[src/rtl/program_dumper.sv]
// program_dumper: read-back engine for the unified program memory.
// On a start command it reads a contiguous, wrapping window of RAM through the
// shared request/grant port and streams each byte to the host over valid/ready.
// Read data is sampled on the READ_LATENCY-th consecutive granted cycle, so with
// READ_LATENCY=1 the RAM data must be valid in the same cycle the grant is given.
module program_dumper #(
   parameter int ADDR_WIDTH   = 5,
   parameter int DATA_WIDTH   = 8,
   parameter int READ_LATENCY = 1
) (
   input  logic                  clock_i,
   input  logic                  reset_ni,
   input  logic                  dump_start_i,
   input  logic [ADDR_WIDTH-1:0] dump_addr_i,
   input  logic [ADDR_WIDTH:0]   dump_count_i,
   input  logic                  mem_grant_i,
   input  logic [DATA_WIDTH-1:0] mem_read_data_i,
   output logic                  mem_req_o,
   output logic [ADDR_WIDTH-1:0] mem_addr_o,
   output logic [DATA_WIDTH-1:0] dump_data_o,
   output logic                  dump_valid_o,
   input  logic                  dump_ready_i,
   output logic                  dump_last_o,
   output logic                  dump_busy_o,
   output logic                  dump_done_o
);

   localparam int LW = (READ_LATENCY > 1) ? $clog2(READ_LATENCY) : 1;

   typedef enum logic [1:0] {S_IDLE, S_READ, S_PRESENT, S_DONE} state_t;

   state_t                state_q;
   logic [ADDR_WIDTH-1:0] addr_q, addr_d;
   logic [ADDR_WIDTH:0]   cnt_q, cnt_d;
   logic [LW-1:0]         lat_q;
   logic [DATA_WIDTH-1:0] data_q;
   logic                  req_q, valid_q, last_q, busy_q, done_q;
   logic                  lat_hit;

   // Next address wraps naturally at the top of RAM; remaining count after a handshake.
   always_comb begin
      addr_d  = addr_q + 1'b1;
      cnt_d   = cnt_q - 1'b1;
      lat_hit = (lat_q == LW'(READ_LATENCY - 1));
   end

   // Control FSM; every output is a register so the host and arbiter see clean levels.
   always_ff @(posedge clock_i or negedge reset_ni) begin
      if (!reset_ni) begin
         state_q <= S_IDLE;
         addr_q  <= '0;
         cnt_q   <= '0;
         lat_q   <= '0;
         data_q  <= '0;
         req_q   <= 1'b0;
         valid_q <= 1'b0;
         last_q  <= 1'b0;
         busy_q  <= 1'b0;
         done_q  <= 1'b0;
      end else begin
         case (state_q)
            S_IDLE: begin
               done_q <= 1'b0;
               if (dump_start_i) begin
                  addr_q <= dump_addr_i;
                  cnt_q  <= dump_count_i;
                  lat_q  <= '0;
                  busy_q <= 1'b1;
                  if (dump_count_i != '0) begin
                     state_q <= S_READ;
                     req_q   <= 1'b1;
                  end else begin
                     // empty window: no RAM traffic, just the completion pulse
                     state_q <= S_DONE;
                     done_q  <= 1'b1;
                  end
               end
            end
            S_READ: begin
               if (mem_grant_i) begin
                  if (lat_hit) begin
                     data_q  <= mem_read_data_i;
                     last_q  <= (cnt_q == (ADDR_WIDTH+1)'(1));
                     valid_q <= 1'b1;
                     req_q   <= 1'b0;
                     lat_q   <= '0;
                     state_q <= S_PRESENT;
                  end else begin
                     lat_q <= lat_q + 1'b1;
                  end
               end else begin
                  // losing the port invalidates any read in flight; start over
                  lat_q <= '0;
               end
            end
            S_PRESENT: begin
               if (dump_ready_i) begin
                  valid_q <= 1'b0;
                  last_q  <= 1'b0;
                  addr_q  <= addr_d;
                  cnt_q   <= cnt_d;
                  if (cnt_d == '0) begin
                     state_q <= S_DONE;
                     done_q  <= 1'b1;
                  end else begin
                     state_q <= S_READ;
                     req_q   <= 1'b1;
                  end
               end
            end
            S_DONE: begin
               done_q  <= 1'b0;
               busy_q  <= 1'b0;
               state_q <= S_IDLE;
            end
            default: state_q <= S_IDLE;
         endcase
      end
   end

   assign mem_req_o    = req_q;
   assign mem_addr_o   = addr_q;
   assign dump_data_o  = data_q;
   assign dump_valid_o = valid_q;
   assign dump_last_o  = last_q;
   assign dump_busy_o  = busy_q;
   assign dump_done_o  = done_q;

endmodule
[config.mk]
export PLATFORM = sky130hd
export DESIGN_NAME = program_dumper
export DESIGN_NICKNAME = d
export VERILOG_FILES = /design/src/rtl/program_dumper.sv
export SDC_FILE = /design/constraint.sdc
export NUM_CORES = 1
export LEC_CHECK = 0
export ABC_AREA = 1
export BUFFER_PORTS_ARGS = -buffer_cell sky130_fd_sc_hd__buf_2
export CORE_ASPECT_RATIO = 1.5
export CORE_MARGIN = 2
export CORE_UTILIZATION = 35
export DETAILED_ROUTE_END_ITERATION = 10
export SLEW_MARGIN = 25
export SYNTH_ARGS = -nofsm -noshare
export SYNTH_HDL_FRONTEND = slang
export SYNTH_SLANG_ARGS = --single-unit
export TNS_END_PERCENT = 50
[constraint.sdc]
create_clock -name clock_i -period 1.69 [get_ports clock_i]
set_input_delay 0.0845 -clock clock_i [delete_from_list [all_inputs] [get_ports clock_i]]
set_output_delay 0.0845 -clock clock_i [all_outputs]
set_load 0.05 [all_outputs]
==> flow_metrics.env, run 1 <==
export IMPL_required_ns=1.89
export IMPL_design_core_area_um2=3959
export IMPL_outcome="finished clean"
export IMPL_cts_sink_count=26
export IMPL_first_global_vias=1289
export IMPL_htree_levels=1
export IMPL_fin_setup_tns_ns=0
export IMPL_maxCapViolCount=0
export IMPL_path_clk_slew_ns=0.09
export IMPL_numPortBuffers=41
export IMPL_die_y_um=82.84
export IMPL_cts_tree="built"
export IMPL_holdPathEnd="dump_data_o[5]"
export IMPL_reg2reg_depth=9
export IMPL_area_growth_pct=26.66
export IMPL_finalMaxSlewViolations=0
export IMPL_final_common_cell="buf_2"
export IMPL_slew_headroom_pct=61.84
export IMPL_hp_start="mem_read_data_i[5]"
export IMPL_holdPathStages=2
export IMPL_fin_crit_sh_pct=91.64
export IMPL_hpwl_um=2374
export IMPL_yosys_warnings=0
export IMPL_reg2reg_slack_ns=0.14
export IMPL_multi_input_area_um2=713.2
export IMPL_dr_pass1_iters=4
export IMPL_antennaDiodeCount=0
export IMPL_final_nets=251
export IMPL_min_path_type="input port to register"
export IMPL_syn_nets=202
export IMPL_io_pins=42
export IMPL_drive_above_1_share_pct=33.79
export IMPL_tightest_slew_ns=0.5723
export IMPL_rsz0062_at_grt="false"
export IMPL_antenna_found_initial=0
export IMPL_cts_root_buf="clkbuf_8"
export IMPL_vias=1282
export IMPL_seqCellArea_um2=650.6
export IMPL_grt_usage_pct=14.35
export IMPL_grt_max_degree=27
export IMPL_clock_tree_buffer_depth=2
export IMPL_remaining_drc_errors=0
export IMPL_synth_area_um2=1450
export IMPL_initialDrtViolationCount=23
export IMPL_async_flop_share_pct=100.0
export IMPL_startpoint_type="register"
export IMPL_routed_via_density=4.856
export IMPL_r2r_start="state_q[1]"
export IMPL_cts_buffers=3
export IMPL_syn_inst=171
export IMPL_start_util_pct=36.63
export IMPL_ys_flop_type="dfrtp_1"
export IMPL_cp_data_arrival_time_ns=1.75
export IMPL_r2r_end="mem_addr_o[4]"
export IMPL_die_x_um=56.56
export IMPL_final_hold_violation_count=0
export IMPL_crit_type="register to register"
export IMPL_synth_edf_count=0
export IMPL_layout_common_cells="buf_2, nand2_1, dfrtp_1"
export IMPL_worstPathMaxFanout=5
export IMPL_gp_congestion=0.7925
export IMPL_drt_wl_total_um=3050
export IMPL_grt_remaining_overflow=0
export IMPL_period_needed_ns=1.549
export IMPL_setup_viol=0
export IMPL_drtAntennaViolNets=0
export IMPL_n_fill_cell=405
export IMPL_fin_worst_skew_ns=0.005935
export IMPL_insertion_delay_ns=0.27
export IMPL_postSynthAreaPerCell_um2=8.480
export IMPL_ys_types=25
export IMPL_end_kind="register"
export IMPL_routedWlPerCell_um=11.55
export IMPL_grt_first_pass_wirelength_um=5423
export IMPL_die_area_um2=4685
export IMPL_ys_seq_area_share_pct=44.87
export IMPL_synth_seq_cells=26
export IMPL_rows=28
export IMPL_fmax_mhz=645.7
## sequential cells by signal (all words and copies together), names as in the netlist
register      count
cnt_q             6
dump_busy_o       1
mem_req_o         1
dump_last_o       1
dump_valid_o      1
mem_addr_o        5
dump_data_o       8
dump_done_o       1
state_q           2
## critical path, cell delays in order, from the launching register on
cell,delay (ns)
dfrtp_1,0.41
inv_2,0.08
ha_1,0.21
inv_1,0.12
nor2_2,0.06
inv_2,0.08
nand3_4,0.09
buf_4,0.16
a21oi_1,0.11
a2bb2oi_1,0.16
## Yosys cell counts, types with 2 or more instances
cell type,number,area (um^2)
mux2_2,8,90.09
nor2_1,19,71.32
dfrtp_1,26,650.6
nand2_1,36,135.1
o21ai_0,11,55.05
inv_2,2,7.510
ha_1,7,87.58
o21ai_1,3,15.01
a21oi_1,5,25.02
o22ai_1,3,18.77
xor2_1,2,17.52
clkbuf_1,2,7.510
o22ai_2,3,37.54
nand3_1,11,55.05
o211ai_1,2,15.01
inv_1,22,82.58
## worst max path at each step
stage,startpoint,end,slack [ns],cells past startpoint
2_1_floorplan,state_q[0],cnt_q[5],0.15,9
3_3_place_gp,state_q[1],mem_req_o,0.03,8
3_5_place_dp,state_q[1],mem_req_o,0.05,10
4_1_cts,state_q[1],mem_addr_o[2],0.009,9
5_1_grt,cnt_q[1],state_q[1],0.007,10
6_report,state_q[1],mem_addr_o[4],0.14,9
## layout make-up
cell class,instances,area share [%]
clock inverter,1,1.635
timing repair buffer,47,13.76
inverter,24,5.041
clock buffer,3,2.248
sequential,26,35.42
multi-input combinational,118,38.83
tap,45,3.065
## per-layer routing
layer	track usage (%)	wire, um
met4	6.277	55
met3	2.025	105
met1	17.37	1323
met2	24.74	1566
met5	0	0
## metrics by stage
step / instance area, um^2 / worst slack, ns / utilization [%] / std cells / hold slack, ns
finish: 1837 / 0.1413 / 46.40 / 264 / 0.03777
global route: 1837 / 0.006678 / 46.40 / 264 / 0.02747
CTS: 1812 / 0.009311 / 45.76 / 264 / 0.02921
detailed placement: 1730 / 0.05143 / 43.71 / 259 / 0.1273
global placement: 1730 / 0.02900 / 43.71 / 259 / 0.1291
floorplan: 1450 / 0.1528 / - / 171 / -0.2111
## cell families (layout without fill, tap and decap cells)
group | after synthesis | in the layout | synth area share (%)
buffers and inverters | 27 | 75 | 7.507
muxes | 8 | 8 | 6.213
xor gates and xnor gates | 3 | 3 | 1.812
adders and majority gates | 7 | 7 | 6.039
AOI/OAI and AO/OA | 29 | 29 | 12.51
DFF | 26 | 26 | 44.87
and+or+nand+nor | 71 | 71 | 21.05
## repair_timing
action / 4_1_cts / 5_1_grt
setup buffers: 0 / 0
hold buffers: 1 / 0
gates resized for setup: 0 / 10
setup endpoints to repair: 0 / 15
endpoints found under the hold margin: 26 / 0
Power of run 1 is left out: the tool's default activity adds up to more than one toggle a clock period on the data nets, which glitch-free logic cannot reach.
==> run 2, diff against run 1 <==
ABC_AREA = unset   (was 1)
BUFFER_PORTS_ARGS = -buffer_cell sky130_fd_sc_hd__buf_4   (was -buffer_cell sky130_fd_sc_hd__buf_2)
==> flow_metrics.env, run 2 <==
export IMPL_initialDrtViolationCount=26
export IMPL_first_global_vias=1391
export IMPL_place_ws_ns=-0.04451
export IMPL_antenna_found_initial=0
export IMPL_routedWlPerCell_um=15.51
export IMPL_combPwrFrac_pct=64.9
export IMPL_holdPathEnd="dump_data_o[3]"
export IMPL_placed_area_um2=1907
export IMPL_synth_most_common_cell="dfrtp_1"
export IMPL_tightest_slew_ns=0.3540
export IMPL_vias=1358
export IMPL_crit_type="register to register"
export IMPL_reg2reg_slack_ns=0.008
export IMPL_grt_max_degree=27
export IMPL_rows=28
export IMPL_synthDominantCellAreaShare_pct=45.10
export IMPL_die_x_um=56.42
export IMPL_yosys_top_cells_count="dfrtp_1, nand3_1, o21ai_0"
export IMPL_synth_seq_cells=26
export IMPL_fin_worst_skew_ns=0.001781
export IMPL_drt_wl_total_um=3894
export IMPL_maxCapViolCount=0
export IMPL_ir_drop_uv=1545
export IMPL_startpoint_type="register"
export IMPL_setup_viol=0
export IMPL_numPortBuffers=41
export IMPL_design_core_area_um2=3959
export IMPL_grt_first_pass_wirelength_um=5927
export IMPL_async_flop_share_pct=100.0
export IMPL_ys_flop_type="dfrtp_1"
export IMPL_insertion_delay_ns=0.27
export IMPL_syn_inst=145
export IMPL_cts_sink_count=26
export IMPL_r2r_end="cnt_q[2]"
export IMPL_grt_remaining_overflow=0
export IMPL_holdPathStages=2
export IMPL_remaining_drc_errors=0
export IMPL_syn_nets=176
export IMPL_layout_common_cells="buf_4, dfrtp_1, nand2_1, nor2_1, mux2_2"
export IMPL_crit_path_top_delay_cell="dfrtp_1"
export IMPL_required_ns=1.91
export IMPL_die_area_um2=4662
export IMPL_synth_edf_count=0
export IMPL_min_path_type="input port to register"
export IMPL_path_clk_slew_ns=0.09
export IMPL_worstPathMaxFanout=5
export IMPL_largest_reg_flops=8
export IMPL_final_hold_violation_count=0
export IMPL_routed_via_density=5.410
export IMPL_period_needed_ns=1.682
export IMPL_hpwl_um=2781
export IMPL_antennaDiodeCount=0
export IMPL_drive_above_1_share_pct=51.94
export IMPL_power_leakage_nw=0.9902
export IMPL_seqPwrFrac_pct=24.6
export IMPL_max_stage_delay_ns=0.43
export IMPL_rsz0062_at_grt="true"
export IMPL_final_nets=238
export IMPL_postSynthAreaPerCell_um2=9.949
export IMPL_grt_usage_pct=16.33
export IMPL_hp_start="mem_read_data_i[3]"
export IMPL_ys_seq_area_share_pct=45.10
export IMPL_fmax_mhz=594.4
export IMPL_setup_ws_ns=0.007655
export IMPL_reg2reg_depth=7
export IMPL_ys_types=36
export IMPL_io_pins=42
export IMPL_die_y_um=82.63
export IMPL_fin_area_um2=2175
export IMPL_gp_congestion=0.8032
export IMPL_finalMaxSlewViolations=0
export IMPL_area_growth_pct=50.74
export IMPL_cpMostUsedCell="and3_4"
export IMPL_powerDensity_nw_per_um2=2301
export IMPL_final_common_cell="buf_4"
export IMPL_n_fill_cell=359
export IMPL_hold_worst_slack_ns=0.03345
export IMPL_cp_data_arrival_time_ns=1.90
export IMPL_synth_area_leaders="dfrtp_1, mux2_2, ha_1"
export IMPL_slew_headroom_pct=76.34
export IMPL_yosys_warnings=0
export IMPL_fin_crit_sh_pct=99.55
export IMPL_drtAntennaViolNets=0
export IMPL_start_util_pct=36.44
export IMPL_power_switching_share_pct=46.96
export IMPL_synth_area_um2=1443
export IMPL_worstPathCellList="buf_6, ha_4, or2_4, and3_4, and3_4, o21ai_2, o221a_1"
export IMPL_cts_buffers=3
export IMPL_cts_root_buf="clkbuf_8"
export IMPL_htree_levels=1
export IMPL_p_int_w=0.002653
export IMPL_clock_tree_buffer_depth=2
export IMPL_p_switching_w=0.002349
export IMPL_yosysTopAreaCell="dfrtp_1"
export IMPL_clkPwrFrac_pct=10.5
export IMPL_end_kind="register"
export IMPL_dr_pass1_iters=4
export IMPL_cts_tree="built"
export IMPL_r2r_start="state_q[1]"
export IMPL_outcome="finished clean"
-- run 2: changes by cell type in the layout (fill, tap and decap cells not counted), sizes merged, moves of 2 or more --
cell,delta
a21oi,+5
and3,+4
buf,+15
inv,-18
mux2i,+3
nand2,-28
nand2b,+4
nor2,-10
nor2b,+2
o31ai,+2
or3,+2
xor2,-2
-- run 2: worst max path at each step --
stage	startpoint	endpoint	slack, ns	cells after the start
6_report	state_q[1]	cnt_q[2]	0.008	7
3_3_place_gp	cnt_q[0]	dump_done_o	0.008	7
4_1_cts	cnt_q[1]	dump_done_o	-0.01	7
3_5_place_dp	state_q[1]	cnt_q[5]	-0.04	7
5_1_grt	cnt_q[0]	dump_done_o	-0.05	7
2_1_floorplan	state_q[0]	cnt_q[2]	-0.03	9
-- run 2: layout make-up --
cell class / count / area (um^2) / area share, %
clock buffer: 3 / 41.29 / 1.899
clock inverter: 1 / 30.03 / 1.381
inverter: 6 / 22.52 / 1.036
multi-input combinational: 108 / 894.6 / 41.14
sequential: 26 / 650.6 / 29.92
tap: 45 / 56.30 / 2.589
timing repair buffer: 62 / 479.2 / 22.04
-- run 2: per-stage QoR --
stage	total power, W	setup TNS [ns]	utilization (%)	instances
detailed placement	0.003973	-0.1907	48.17	243
floorplan	0.003111	-0.06137	-	145
global route	0.005323	-0.1298	54.93	251
CTS	0.004576	-0.01489	50.70	249
finish	0.005003	0	54.93	251
global placement	0.003867	0	48.17	243
-- run 2: what timing repair did --
action	CTS	global route
hold buffers	1	0
gates cloned	0	0
gates resized for setup	5	36
endpoints found under the setup margin	10	11
buffers inserted	1	2
pin swaps	3	13
endpoints found under the hold margin	26	0
-- run 2: layer usage --
metal	wire, um	share of wire, %	vias up	track usage (%)
met5	0	0	-	0
met4	126	3.2	0	7.381
met3	159	4.1	11	2.960
met2	2146	55	42	32.56
met1	1461	38	656	16.10
li1	-	-	649	-
-- run 2: power groups by stage --
stage / combinational (W) / clock [W] / sequential (W)
CTS: 0.00287 / 0.000531 / 0.00118
finish: 0.00325 / 0.000527 / 0.00123
detailed placement: 0.00278 / 0 / 0.00120
global route: 0.00349 / 0.000559 / 0.00128
global placement: 0.00270 / 0 / 0.00117
floorplan: 0.00124 / 0 / 0.00187
-- run 2: worst max-delay path: cells and delay by family, from the launching register on --
family	cells	cell delay, ns
flops	1	0.43
fa+ha+maj	1	0.17
simple gates	3	0.60
compound gates	2	0.31
buf+inv	1	0.13
-- run 2: cell families (layout without fill, tap and decap cells) --
family                     after synthesis  after routing  synth area share (%)
DFF                                     26             26                 45.10
muxes                                   12             12                 9.367
AOI/OAI and AO/OA                       39             39                 16.39
and+or+nand+nor                         50             50                 18.56
adders and majority gates                7              7                 6.071
buffers and inverters                   11             72                 4.509
No activity file was read; power rests on OpenSTA's default activity.
